$ cat src/rtl/fm_modulator_if.sv
`default_nettype none
// ============================================================================
//  Module      : fm_modulator_if
//  Description : Baseband-in / carrier-out bundle for fm_modulator.
//                master : the baseband source driving samples and control words
//                slave  : the modulator consuming them and producing the carrier
//  Signals     : enable, sample_valid, sample[7:0], ctr_ctrl[31:0],
//                dev_ctrl[15:0] (master -> slave)
//                modulated[7:0], mod_valid, wrap (slave -> master)
//  Revision    : 1.0  initial release
// ============================================================================
interface fm_modulator_if;
    logic        enable;
    logic        sample_valid;
    logic [7:0]  sample;
    logic [31:0] ctr_ctrl;
    logic [15:0] dev_ctrl;
    logic [7:0]  modulated;
    logic        mod_valid;
    logic        wrap;

    modport master (
        output enable, sample_valid, sample, ctr_ctrl, dev_ctrl,
        input  modulated, mod_valid, wrap
    );

    modport slave (
        input  enable, sample_valid, sample, ctr_ctrl, dev_ctrl,
        output modulated, mod_valid, wrap
    );
endinterface
`default_nettype wire

$ cat src/rtl/fm_modulator.sv
`default_nettype none
// ============================================================================
//  Module      : fm_modulator
//  Description : Direct-digital FM modulator. A zero-order-held signed baseband
//                sample scales the deviation gain; the result offsets the
//                centre frequency word and drives a 32-bit phase accumulator
//                whose top byte addresses a 256-entry sine table.
//  Ports       : clk    - system clock, rising edge
//                reset  - asynchronous active-low reset
//                bus    - fm_modulator_if.slave (controls in, carrier out)
//  Revision    : 1.0  initial release
// ============================================================================
module fm_modulator #(
    parameter int PHASE_W = 32,
    parameter int LUT_AW  = 8
) (
    input  wire           clk,
    input  wire           reset,
    fm_modulator_if.slave bus
);

    // First quadrant of round(127*sin(2*pi*k/256)), k = 0..64 inclusive so
    // the peak is stored and both mirror points are exact.
    localparam logic [0:64][6:0] C_QUARTER_SINE = {
        7'd0,   7'd3,   7'd6,   7'd9,   7'd12,  7'd16,  7'd19,  7'd22,
        7'd25,  7'd28,  7'd31,  7'd34,  7'd37,  7'd40,  7'd43,  7'd46,
        7'd49,  7'd51,  7'd54,  7'd57,  7'd60,  7'd63,  7'd65,  7'd68,
        7'd71,  7'd73,  7'd76,  7'd78,  7'd81,  7'd83,  7'd85,  7'd88,
        7'd90,  7'd92,  7'd94,  7'd96,  7'd98,  7'd100, 7'd102, 7'd104,
        7'd106, 7'd107, 7'd109, 7'd111, 7'd112, 7'd113, 7'd115, 7'd116,
        7'd117, 7'd118, 7'd120, 7'd121, 7'd122, 7'd122, 7'd123, 7'd124,
        7'd125, 7'd125, 7'd126, 7'd126, 7'd126, 7'd127, 7'd127, 7'd127,
        7'd127
    };

    logic [7:0]         hold_q, hold_d;
    logic [PHASE_W-1:0] off_q,  off_d;
    logic [PHASE_W-1:0] inc_q,  inc_d;
    logic [PHASE_W-1:0] acc_q,  acc_d;
    logic               wrap_q, wrap_d;
    logic [7:0]         mod_q,  mod_d;
    logic [3:0]         vld_q,  vld_d;

    logic [PHASE_W-1:0] w_hold_ext;
    logic [PHASE_W-1:0] w_dev_ext;
    logic [PHASE_W-1:0] w_off;
    logic [LUT_AW-1:0]  w_lut_idx;
    logic [6:0]         w_quarter_addr;
    logic [6:0]         w_mag;
    logic [7:0]         w_mag8;
    logic [7:0]         w_sine;

    // The low PHASE_W bits of a two's-complement product do not depend on
    // operand signedness, so a sign-extended sample times a zero-extended
    // gain yields the sign-extended 24-bit offset directly.
    assign w_hold_ext = {{(PHASE_W-8){hold_q[7]}}, hold_q};
    assign w_dev_ext  = {{(PHASE_W-16){1'b0}}, bus.dev_ctrl};
    assign w_off      = w_hold_ext * w_dev_ext;

    // Quarter-wave reconstruction: idx[6] mirrors within the half period,
    // idx[7] negates for the second half.
    assign w_lut_idx      = acc_q[PHASE_W-1 -: LUT_AW];
    assign w_quarter_addr = w_lut_idx[6] ? (7'd64 - {1'b0, w_lut_idx[5:0]})
                                         : {1'b0, w_lut_idx[5:0]};
    assign w_mag          = C_QUARTER_SINE[w_quarter_addr];
    assign w_mag8         = {1'b0, w_mag};
    assign w_sine         = w_lut_idx[7] ? (8'd0 - w_mag8) : w_mag8;

    always_comb begin
        hold_d = hold_q;
        off_d  = off_q;
        inc_d  = inc_q;
        acc_d  = acc_q;
        mod_d  = mod_q;
        vld_d  = vld_q;
        // Wrap is a strobe: a disabled edge clears it instead of holding it.
        wrap_d = 1'b0;
        if (bus.enable) begin
            if (bus.sample_valid) begin
                hold_d = bus.sample;
            end
            off_d           = w_off;
            inc_d           = bus.ctr_ctrl + off_q;
            {wrap_d, acc_d} = {1'b0, acc_q} + {1'b0, inc_q};
            mod_d           = w_sine;
            vld_d           = {vld_q[2:0], 1'b1};
        end
    end

    always_ff @(posedge clk or negedge reset) begin
        if (!reset) begin
            hold_q <= '0;
            off_q  <= '0;
            inc_q  <= '0;
            acc_q  <= '0;
            wrap_q <= 1'b0;
            mod_q  <= '0;
            vld_q  <= '0;
        end else begin
            hold_q <= hold_d;
            off_q  <= off_d;
            inc_q  <= inc_d;
            acc_q  <= acc_d;
            wrap_q <= wrap_d;
            mod_q  <= mod_d;
            vld_q  <= vld_d;
        end
    end

    assign bus.modulated = mod_q;
    assign bus.mod_valid = vld_q[3];
    assign bus.wrap      = wrap_q;

endmodule
`default_nettype wire

$ cat src/flat_wrapper.sv
// flat-port wrapper written by rule: the top's interface ports become plain ports
module fm_modulator_flat 
#(
    parameter int PHASE_W = 32,
    parameter int LUT_AW  = 8
)
  (clk, reset, bus_enable, bus_sample_valid, bus_sample, bus_ctr_ctrl, bus_dev_ctrl, bus_modulated, bus_mod_valid, bus_wrap);
  fm_modulator_if bus_i ();
  input  wire clk;
  input  wire reset;
  input wire logic [$bits(bus_i.enable)-1:0] bus_enable;
  input wire logic [$bits(bus_i.sample_valid)-1:0] bus_sample_valid;
  input wire logic [$bits(bus_i.sample)-1:0] bus_sample;
  input wire logic [$bits(bus_i.ctr_ctrl)-1:0] bus_ctr_ctrl;
  input wire logic [$bits(bus_i.dev_ctrl)-1:0] bus_dev_ctrl;
  output wire logic [$bits(bus_i.modulated)-1:0] bus_modulated;
  output wire logic [$bits(bus_i.mod_valid)-1:0] bus_mod_valid;
  output wire logic [$bits(bus_i.wrap)-1:0] bus_wrap;
  assign bus_i.enable = bus_enable;
  assign bus_i.sample_valid = bus_sample_valid;
  assign bus_i.sample = bus_sample;
  assign bus_i.ctr_ctrl = bus_ctr_ctrl;
  assign bus_i.dev_ctrl = bus_dev_ctrl;
  assign bus_modulated = bus_i.modulated;
  assign bus_mod_valid = bus_i.mod_valid;
  assign bus_wrap = bus_i.wrap;
  fm_modulator #(.PHASE_W(PHASE_W), .LUT_AW(LUT_AW)) u_core (.clk(clk), .reset(reset), .bus(bus_i));
endmodule
$ cat config.mk
export PLATFORM = sky130hd
export DESIGN_NAME = fm_modulator_flat
export DESIGN_NICKNAME = d
export VERILOG_FILES = /design/src/rtl/fm_modulator_if.sv /design/src/rtl/fm_modulator.sv /design/src/flat_wrapper.sv
export SDC_FILE = /design/constraint.sdc
export NUM_CORES = 1
export LEC_CHECK = 0
export BUFFER_PORTS_ARGS = -buffer_cell sky130_fd_sc_hd__buf_2
export CAP_MARGIN = 20
export CORE_ASPECT_RATIO = 1.1
export CORE_MARGIN = 4
export CORE_UTILIZATION = 50
export CTS_CLUSTER_SIZE = 10
export DETAILED_ROUTE_END_ITERATION = 10
export PLACE_DENSITY_LB_ADDON = 0.1
export SLEW_MARGIN = 20
export SYNTH_ARGS = -nofsm -noshare
export SYNTH_HDL_FRONTEND = slang
export SYNTH_SLANG_ARGS = --single-unit
$ cat constraint.sdc
create_clock -name clk -period 4.7 [get_ports clk]
set_input_delay 0.47 -clock clk [delete_from_list [all_inputs] [get_ports clk]]
set_output_delay 0.47 -clock clk [all_outputs]
set_load 0.005 [all_outputs]
---- Yosys cells after proc, flatten, opt, wreduce, memory -nomap -nowiden ----
Memories as Yosys holds them, arrays and structs flattened.
Cells that the tools add are included.
Widths: inputs -> output; s select.
word-level totals
  register bits after elaboration ......... 117
  ROM bits ................................ 896
  word-level logic and storage cells ...... 21
  memories ................................ 1
memory list
  memory           words  bits a word  read ports  clocked after Yosys merged registers in  wr ports  RTL line            source
  (no name shown)  128    7            1           0                                        0         fm_modulator.sv:65  assign w_mag = C_QUARTER_SINE[w_quarter_addr];
operators by class
  add/sub/neg operators ................... 4
  multiply operators ...................... 1
  magnitude comparators ................... 1
  multiplexer cells ....................... 5
  bitwise logic cells ..................... 1
  reductions and logical operators ........ 1
operators with widths
  cell                 number
  $add 32x32->33       1
  $add 32x32->32       1
  $mul 8x17->25        1
  $mux 7               3
  $ge 8x8->1 const B   1
  $mux 8               1
  $not 7->8            1
  $sub 1x7->8 const A  1
  $sub 7x6->7 const A  1
  $reduce_and 2->1     1
  $mux 1               1

---- Longest topological paths before layout ----
  depth after elaboration ................. 8
  gate-level depth with buffers ........... 20
  gate-level depth less buffers ........... 19

---- Worst setup path after synthesis ----
No wires, ideal clock.
  kind .................................... reg2reg
  start ................................... register u_core.hold_q[7]
  end ..................................... register u_core.off_q[22]
  setup time .............................. 0.125 ns
  arrival time ............................ 4.776 ns
  data required time ...................... 4.575 ns
  slack ................................... -0.200 ns
  cell stages (with the launch flop) ...... 21
  buffers on the path ..................... 1
  period minus slack after synthesis ...... 4.900 ns
  path through ............................ dfrtp_1 -> inv_1 -> buf_1 -> nor2_1 -> fa_1 -> inv_1 -> fa_1 -> inv_1 -> fa_1 -> inv_1 -> fa_1 -> inv_1 -> ha_1 -> a21oi_1 -> nor2b_1 -> nor2_1 -> nand2_1 -> and4_1 -> a211oi_1 -> xnor2_1 -> mux2_2
on the way
  longest elaborated chain between the ends .. 1
RTL lines
  what                    RTL line             source
  start, declared         fm_modulator.sv:36   logic [7:0] hold_q, hold_d;
  start signal, assigned  fm_modulator.sv:100  hold_q <= hold_d;
  $mul 8x17->25           fm_modulator.sv:58   assign w_off = w_hold_ext * w_dev_ext;
  end signal, assigned    fm_modulator.sv:93   off_q <= '0;
  end signal, assigned    fm_modulator.sv:101  off_q <= off_d;
  end, declared           fm_modulator.sv:37   logic [PHASE_W-1:0] off_q, off_d;
Every way passes these cells.
A chain may end at the register's enable or synchronous reset.

---- Worst setup path in the final report ----
  start ................................... register u_core.hold_q[1]
  end ..................................... register u_core.off_q[20]
The elaborated chain is that of the path after synthesis.

==> run_results.csv <==
group,metric,value,unit
status,status,"completed",
critical_path,crit_arrival,4.87,ns
cells_and_area,num-nets-final,1801,
clock_network,clock-sinks,110,
timing,setup_ws,0.07771,ns
placed_design,dp_slack,-0.3681,ns
floorplanning,num_io_pins,70,
timing,fin_crit_sh,0.9835,
logic_synthesis,ys.flop_type,"dfrtp_1",
global_routing,overflow,0,
job,maxCapViolations,0,
floorplanning,die_w,159.9,um
logic_synthesis,ys_types,82,
global_routing,grt_pass1_vias,10580,
cells_and_area,final_layout_size_suffix_gt1_frac,0.2173,
critical_path,rr_worst_depth,17,
timing,fin_crit,4.622,ns
cells_and_area,area_growth,14.88,%
critical_path,timing.rr.end,"u_core.off_q[20]",
timing,worst_pin_slew,0.9910,ns
placed_design,gp_congestion,0.9096,
timing,finalSetupTns,0,ns
clock_network,holdBufCountCts,0,
clock_network,numCtsBuffers,9,
clock_network,clockBufferDepth,2,
floorplanning,start_util,0.5137,
timing,max_freq,0.2163,GHz
critical_path,start_kind,"flop",
critical_path,crit_path_end_kind,"flop",
global_routing,grt_use_total,0.2157,
clock_network,htree_num_levels,3,
logic_synthesis,syn_avg_cell_area,9.030,um2
placed_design,port_buffers,69,
logic_synthesis,synth_area,12690,um2
logic_synthesis,syn_inst,1405,
worst_hold_path,hp-class,"in -> async",
floorplanning,core_region_area,24700,um2
logic_synthesis,synth_enable_flop_cells,0,
critical_path,r2r_slack,0.08,ns
clock_network,clock_latency,0.36,ns
timing,maxSlewViolCount,0,
placed_design,post-dp-hpwl,23440,um
timing,finalHoldViolCount,0,
clock_network,cts_tree,"done",
critical_path,crit_required,4.95,ns
critical_path,critical_path.reg2reg.startpoint,"u_core.hold_q[1]",
timing,rsz0062_at_grt,"true",
route,routedWlPerCell,16.29,um
route,routed_via_density,5.642,
critical_path,worstSetupPathType,"reg -> reg",
global_routing,grt_pass1_wl,50720,um
floorplanning,die_h,175.1,um
route,routed_wl,29950,um
route,drtPass1Iterations,5,
cells_and_area,final_cell_mix,"140 x inv_1, 117 x ha_1, 103 x dfrtp_1",
floorplanning,die_area,27990,um2
logic_synthesis,synth_nets,1683,
timing,finClkSkew,0.01079,ns
clock_network,path_clk_slew,0.08,ns
global_routing,antenna_found_initial,4,
route,postRouteAntennaNets,0,
timing,slew_headroom,0.3364,
logic_synthesis,yosysSeqAreaShare,0.2170,
global_routing,grt_max_degree,66,
route,num_vias,10380,
route,drc,0,
timing,setup_violations,0,
cells_and_area,layout_commonest_cell,"inv_1",
logic_synthesis,ys_ff_latch,110,
route,first_iter_violations,582,
clock_network,cts-root-buf,"clkbuf_16",
logic_synthesis,ys_warn_count,0,
floorplanning,rows,60,
critical_path,path_max_fanout,6,
logic_synthesis,synthArstFlopShare,1.000,
==> synth_stat cells, drive strengths merged (5+ instances only) <==
cell / count / area (um2)
a211oi: 24 / 180.2
a21boi: 6 / 45.04
a21o: 34 / 255.2
a21oi: 80 / 404.1
a22oi: 5 / 37.54
a31oi: 10 / 62.56
and2: 104 / 650.6
and3: 6 / 37.54
buf: 15 / 88.83
clkbuf: 31 / 116.4
dfrtp: 110 / 2753
fa: 87 / 1742
ha: 131 / 1639
inv: 157 / 589.3
mux2: 61 / 686.9
mux2i: 6 / 60.06
nand2: 81 / 304.0
nand2b: 13 / 83.83
nand3: 24 / 120.1
nand4: 11 / 68.82
nor2: 89 / 334.1
nor2b: 12 / 75.07
nor3: 21 / 110.1
nor3b: 6 / 45.04
o211ai: 17 / 132.6
o21a: 22 / 165.2
o21ai: 61 / 305.3
o21bai: 11 / 82.58
o311ai: 11 / 103.9
o31ai: 18 / 140.1
xnor2: 43 / 376.6
xor2: 13 / 113.9
==> worst max-delay path, cell delays in order, from the launching register on <==
cell      delay [ns]
dfrtp_2         0.48
buf_6           0.16
nand2_2         0.06
fa_1            0.49
fa_1            0.51
inv_1           0.06
fa_1            0.48
inv_1           0.05
fa_1            0.49
inv_2           0.05
ha_4            0.27
o21ai_2         0.06
a21boi_2        0.23
o22ai_4         0.11
o211ai_1        0.41
a31oi_1         0.17
xnor2_1         0.17
mux2_4          0.26
==> cell families (layout without fill, tap and decap cells) <==
group	count (synthesis)	after routing	synth area share
AO/OA/AOI/OAI	349	349	0.1892
XOR/XNOR	56	56	0.03866
adder cells (fa/ha/maj)	218	218	0.2665
buffers and inverters	204	327	0.06292
flip-flops	110	110	0.2170
multiplexers	68	68	0.06065
other	0	1	0
AND/OR/NAND/NOR	400	400	0.1652
==> area by class of cell <==
cell class	count	area [um2]
diodes	1	2.502
clock buffers	9	225.2
clock inverters	7	62.56
fillers	2187	10120
inverters	158	595.6
multi-input cells	1091	9499
flip-flops and latches	110	2761
well taps	310	387.9
repair buffers	153	1041
==> per-stage QoR <==
stage / hold slack [ns] / cell area [um2] / std cells / util
after detailed placement: 0.4521 / 13780 / 1811 / 0.5579
after floorplan: 0.1744 / 12700 / 1405 / -
final: 0.2086 / 14580 / 1839 / 0.5901
after global placement: 0.4454 / 13780 / 1811 / 0.5579
after CTS: 0.2527 / 14250 / 1832 / 0.5770
after global routing: 0.2878 / 14570 / 1838 / 0.5900
==> registers in the layout, indices dropped and copies added, names as in the netlist <==
signal                flops
u_core.bus.wrap           1
u_core.inc_q             32
u_core.vld_q              4
u_core.acc_q             32
u_core.hold_q             8
u_core.off_q             25
u_core.bus.modulated      8
==> layer usage <==
| metal | up-vias | track usage | share of wire | wire length (um) |
|---|---|---|---|---|
| met5 | - | 0 | 0.0013 | 38 |
| met4 | 6 | 0.05952 | 0.021 | 629 |
| met3 | 49 | 0.02949 | 0.029 | 854 |
| met2 | 137 | 0.3902 | 0.50 | 15100 |
| met1 | 5024 | 0.2707 | 0.44 | 13330 |
| li1 | 5160 | - | - | - |
==> timing repair <==
action / in CTS / in global routing
setup endpoints to repair: 11 / 11
pin swaps: 29 / 73
setup buffers: 5 / 6
gates resized for setup: 38 / 82
gates cloned: 0 / 0
==> worst max path at each step <==
stage / cells after the start / startpoint / to
2_1_floorplan: 17 / u_core.hold_q[6] / u_core.off_q[17]
3_3_place_gp: 17 / bus_dev_ctrl[4] / u_core.off_q[17]
3_5_place_dp: 17 / bus_dev_ctrl[0] / u_core.off_q[20]
4_1_cts: 14 / u_core.hold_q[3] / u_core.off_q[22]
5_1_grt: 18 / u_core.hold_q[4] / u_core.off_q[20]
6_report: 17 / u_core.hold_q[1] / u_core.off_q[20]
Power is left out: the tool's default activity adds up to more than one toggle a clock period on the data nets, which glitch-free logic cannot reach.
